**src/rtl/ram_port_arbiter.sv**
```systemverilog
// Round-robin arbiter sharing one byte-wide single-port buffer RAM between
// NREQ requesters. Optional write priority is backed by a starvation guard
// for readers. Read data returns through a 2-stage one-hot tag pipeline.
module ram_port_arbiter #(
  parameter int NREQ   = 11,
  parameter int AW     = 14,
  parameter int WPRI   = 1,
  parameter int STARVE = 4
) (
  input  logic                 i_clk,
  input  logic                 i_rst,
  input  logic [NREQ-1:0]      i_req,
  input  logic [NREQ-1:0]      i_we,
  input  logic [NREQ*AW-1:0]   i_addr,
  input  logic [NREQ*8-1:0]    i_wdata,
  output logic [NREQ-1:0]      o_gnt,
  output logic [NREQ-1:0]      o_rvalid,
  output logic [7:0]           o_rdata,
  output logic [AW-1:0]        o_addr,
  output logic [7:0]           o_D,
  output logic                 WE,
  output logic                 RE,
  input  logic [7:0]           i_D
);

  // The pointer and the starvation counter are 4 bits wide, which covers
  // NREQ <= 16 and STARVE <= 15.
  localparam int PW = 4;
  localparam int SW = 4;

  logic [PW-1:0]   rr_ptr_q, rr_ptr_d;
  logic [SW-1:0]   starve_q, starve_d;
  logic [AW-1:0]   addr_q, addr_d;
  logic [7:0]      wdata_q, wdata_d;
  logic            we_q, we_d;
  logic            re_q, re_d;
  logic [NREQ-1:0] tag1_q, tag1_d;
  logic [NREQ-1:0] tag2_q, tag2_d;
  logic [7:0]      rdata_q, rdata_d;

  logic [NREQ-1:0] rd_pend, wr_pend, cand, gnt_vec;
  logic            found, grant, win_we, rd_any;
  int              win_idx, scan_idx;

  // Candidate selection and round-robin scan starting just after rr_ptr.
  always_comb begin
    rd_pend  = i_req & ~i_we;
    wr_pend  = i_req & i_we;
    cand     = i_req;
    found    = 1'b0;
    win_idx  = 0;
    scan_idx = 0;
    gnt_vec  = '0;
    if (WPRI != 0) begin
      if (starve_q == SW'(STARVE) && (|rd_pend)) cand = rd_pend;
      else if (|wr_pend)                          cand = wr_pend;
    end
    for (int i = 1; i <= NREQ; i++) begin
      scan_idx = (int'(rr_ptr_q) + i) % NREQ;
      if (!found && cand[scan_idx]) begin
        found   = 1'b1;
        win_idx = scan_idx;
      end
    end
    // Grant is suppressed while reset is asserted.
    if (found && i_rst) gnt_vec[win_idx] = 1'b1;
    win_we = i_we[win_idx];
  end

  // Next-state for command register, pointer, starvation guard and read pipe.
  always_comb begin
    grant    = |gnt_vec;
    rd_any   = |rd_pend;
    rr_ptr_d = rr_ptr_q;
    addr_d   = addr_q;
    wdata_d  = wdata_q;
    we_d     = 1'b0;
    re_d     = 1'b0;
    tag1_d   = '0;
    tag2_d   = tag1_q;
    rdata_d  = re_q ? i_D : rdata_q;
    starve_d = starve_q;
    if (grant) begin
      addr_d   = i_addr[win_idx*AW +: AW];
      wdata_d  = i_wdata[win_idx*8 +: 8];
      we_d     = win_we;
      re_d     = !win_we;
      rr_ptr_d = PW'(win_idx);
      if (!win_we) tag1_d = gnt_vec;
    end
    if (rd_any && grant && win_we) begin
      if (starve_q != SW'(STARVE)) starve_d = starve_q + 1'b1;
    end else if (!rd_any || (grant && !win_we)) begin
      starve_d = '0;
    end
  end

  // State registers; reset discards any in-flight read tags.
  always_ff @(posedge i_clk or negedge i_rst) begin
    if (!i_rst) begin
      rr_ptr_q <= PW'(NREQ - 1);
      starve_q <= '0;
      addr_q   <= '0;
      wdata_q  <= '0;
      we_q     <= 1'b0;
      re_q     <= 1'b0;
      tag1_q   <= '0;
      tag2_q   <= '0;
      rdata_q  <= '0;
    end else begin
      rr_ptr_q <= rr_ptr_d;
      starve_q <= starve_d;
      addr_q   <= addr_d;
      wdata_q  <= wdata_d;
      we_q     <= we_d;
      re_q     <= re_d;
      tag1_q   <= tag1_d;
      tag2_q   <= tag2_d;
      rdata_q  <= rdata_d;
    end
  end

  assign o_gnt    = gnt_vec;
  assign o_rvalid = tag2_q;
  assign o_rdata  = rdata_q;
  assign o_addr   = addr_q;
  assign o_D      = wdata_q;
  assign WE       = we_q;
  assign RE       = re_q;

endmodule
```
**config.mk**
```make
export PLATFORM = sky130hd
export DESIGN_NAME = ram_port_arbiter
export DESIGN_NICKNAME = d
export VERILOG_FILES = /design/src/rtl/ram_port_arbiter.sv
export SDC_FILE = /design/constraint.sdc
export NUM_CORES = 1
export LEC_CHECK = 0
export ABC_AREA = 1
export BUFFER_PORTS_ARGS = -buffer_cell sky130_fd_sc_hd__buf_2
export CAP_MARGIN = 30
export CORE_ASPECT_RATIO = 1.25
export CORE_MARGIN = 4
export CORE_UTILIZATION = 30
export CTS_CLUSTER_SIZE = 14
export DETAILED_ROUTE_END_ITERATION = 12
export PLACE_DENSITY = 0.59
export SLEW_MARGIN = 0
export SYNTH_ARGS = -nofsm -noshare
export SYNTH_HDL_FRONTEND = slang
export SYNTH_SLANG_ARGS = --single-unit
```
**constraint.sdc**
```tcl
create_clock -name i_clk -period 15.7 [get_ports i_clk]
set_input_delay 1.57 -clock i_clk [delete_from_list [all_inputs] [get_ports i_clk]]
set_output_delay 1.57 -clock i_clk [all_outputs]
set_load 0.01 [all_outputs]
```
==> qor.csv <==
stage,metric,value,unit
clocking,clock sinks,62,
drt,DRT antenna net count,0,
synthesis,synth unique cells,70,
global_routing,first-pass GRT wire length,127200,microns
cells_and_area,Area Overhead vs Synth,11.52,%
synthesis,synthesized area,0.01818,sq mm
synthesis,Post-Synthesis Cells,3415,
critical_path,Reg2Reg Depth,52,
cells_and_area,Fill cells,6880,
global_routing,pin count of the biggest net entering global routing,225,
critical_path,Worst R2R Setup Slack,3.34,ns
worst_hold_path,Hold Path Cell Cnt,0,
sta,Fmax,0.08093,GHz
drt,First DRT Iteration DRCs,2605,
synthesis,simple-gate share of the synthesized area,0.5326,
critical_path,WP data required,16.01,ns
floorplanning,Initial Utilization,0.3039,
critical_path,CP max stage cell,buf_4,
global_routing,gr usage total,0.2454,
clocking,post_cts resized,0,
synthesis,"Seq/Total Area, Yosys",0.08549,
clocking,hold_buf cts,0,
sta,Pins Over Slew Limit,0,
synthesis,Adder-Cell Fraction of Synth Area,0.05204,
cells_and_area,area of the multi-input gates,0.01433,sq mm
cells_and_area,most frequent cells in the layout,"1099 x nand2_1, 601 x nand3_1, 326 x buf_2",
sta,minimum clock period,12.36,ns
drt,average wire per standard cell,19.21,microns
synthesis,Yosys top cell area share,0.2269,
clocking,htree depth,3,
sta,final worst-path cycle share,0.7871,
sta,Slew HR,0.2309,
clocking,clock-pin slew on the worst setup and hold paths,0.07,ns
cells_and_area,FF+latch area,0.001554,sq mm
worst_hold_path,Hold WC Path Type,reg -> reg,
floorplanning,die height,283.2,microns
global_routing,antenna violations before repair,6,
synthesis,Yosys reg bits,62,
clocking,Clk Tree Root Cell,clkbuf_16,
worst_hold_path,Hold Crit Start,tag1_q[10],
floorplanning,cell row count,100,
critical_path,WS Path Type,reg -> reg,
placement,DP Area,0.01998,sq mm
synthesis,post-synthesis mux area share,0.009912,
critical_path,crit path DAT,12.67,ns
cells_and_area,# nets final,3952,
sta,total negative slack,0,ns
global_routing,vias in the first global route,22350,
synthesis,complex-gate fraction of the synthesized area,0.1675,
placement,Final GP Congestion,0.9936,
drt,TritonRoute pass-1 iters,6,
synthesis,Post-synth top flop,dfrtp_1,
clocking,Max Root-Sink Buffers,2,
sta,worst slew pin tran,1.154,ns
synthesis,Mapped Nets,3761,
critical_path,Worst R2R Start,rr_ptr_q[1],
critical_path,crit start category,register,
critical_path,"Largest stage delay, worst path",0.83,ns
synthesis,top post-synthesis cells by area,"nand2_1 23%, nand3_1 17%, dfrtp_1 8.3%",
critical_path,crit-path leading delay family,simple AND/OR/NAND/NOR gates,
critical_path,cell mode on critical path,nand2_1,
synthesis,"FFs w/ async S/R, synth",1.000,
cells_and_area,post-route cell area,0.02027,sq mm
critical_path,WP buf/inv,9,
clocking,CTS tree,done,
clocking,Skew-Pair Late Insertion Delay,0.39,ns
drt,Post-Route WL,84100,microns
outcome,status,"finished, final reports clean",
sta,clock skew,0.02167,ns
floorplanning,core box area,0.05981,sq mm
job,max-cap viol count,0,
synthesis,number of synthesized flops with an enable pin,0,
sta,final-report hold violation count,0,
drt,drc violations,0,
synthesis,Ys Warns,0,
floorplanning,Die ar.,0.06462,sq mm
clocking,CTS buffer count,9,
critical_path,reg-to-reg critical path endpoint,o_addr[10],
clocking,Post-CTS Setup Inserts,0,
synthesis,Post-Synth XOR/XNOR Area,0.02388,
global_routing,grt total ovfl,0,
cells_and_area,"most common cell after layout, fill and taps aside",nand2_1,
floorplanning,Die Width,228.2,microns
placement,post-DP HPWL,65260,microns
cells_and_area,Layout Utilization,0.3389,
placement,port bufs,327,
worst_hold_path,hold path endpoint,o_rvalid[10],
synthesis,largest family of logic cells by synthesized area,simple AND/OR/NAND/NOR gates,
critical_path,CP endpoint kind,register,
sta,final setup fails,0,
floorplanning,# IOs,328,
critical_path,Crit Path Max Fanout,93,
drt,mean number of vias per cell,5.515,
drt,DR vias,24140,
cells_and_area,share of cells above drive strength 1,0.1606,
sta,RSZ-0062 raised after global routing,false,
synthesis,syn avg cell area,5.323,sq um
synthesis,largest area contributor in the netlist,nand2_1,
[registers in the layout, indices dropped and copies added, names as in the netlist]
signal and count:
o_addr 14, o_rvalid 11, tag1_q 11, o_D 8
o_rdata 8, rr_ptr_q 4, starve_q 4, RE 1
WE 1
[metal layers]
metal	global-route usage	share of wire
met5	0	0.00069
met1	0.3047	0.40
met3	0.04090	0.087
met2	0.4092	0.46
met4	0.1251	0.054
[through the flow]
step | hold slack (ns) | setup slack [ns] | instances
detailed placement | 0.3347 | 3.495 | 4360
global route | 0.3496 | 2.417 | 4376
CTS | 0.3328 | 3.450 | 4376
global placement | 0.3313 | 3.719 | 4360
floorplan | 0.3312 | 6.684 | 3415
finish | 0.3246 | 3.343 | 4377
[final cells by class]
class,instances,share of cell area
antenna,1,0.0001234
clock buffer,13,0.01333
clock inverter,3,0.0008641
inverter,345,0.06426
multi-input combinational,2836,0.7068
sequential,62,0.07666
tap,765,0.04722
timing repair buffer,352,0.09073
[cells by family after synthesis]
| family | Yosys count |
|---|---|
| buffers and inverters | 517 |
| AND/OR/NAND/NOR | 2180 |
| multiplexers | 17 |
| flip-flops | 62 |
| adder cells (fa/ha/maj) | 72 |
| XOR/XNOR | 47 |
| AO/OA/AOI/OAI | 520 |
[synthesized netlist by cell type, types with 7 or more instances]
library cell  number
ha_1              66
o211ai_1          39
buf_1             28
nand3_1          601
nor3_1            33
nor2_2            16
nand4_1           38
mux2i_1            9
o21ai_0          154
nor2_4            13
nand3_2           15
inv_2             49
o21ai_1           86
dfrtp_1           60
nand2_4            9
mux2_2             8
o221ai_1          11
buf_4             30
a21oi_1          107
nor2_1           274
nand2_2           47
o21a_1             7
clkinv_1           7
xor2_1            34
buf_6             27
a31oi_1           41
clkbuf_1          44
o21ai_2           13
xnor2_1           10
nand2_1         1099
inv_1            287
buf_2             40
o22ai_1           18
[worst max-delay path by stage]
stage,startpoint,end,slack [ns],cells after the start
final,rr_ptr_q[1],o_addr[10],3.34,52
after global routing,rr_ptr_q[1],o_addr[11],2.42,52
after CTS,rr_ptr_q[1],o_addr[11],3.45,53
after detailed placement,rr_ptr_q[1],o_addr[11],3.50,53
after global placement,rr_ptr_q[1],o_addr[10],3.72,53
after floorplan,rr_ptr_q[0],o_addr[9],6.68,60
Power is not shown: default switching activity piles up to over one toggle a cycle in this logic, so the estimate is an artifact.
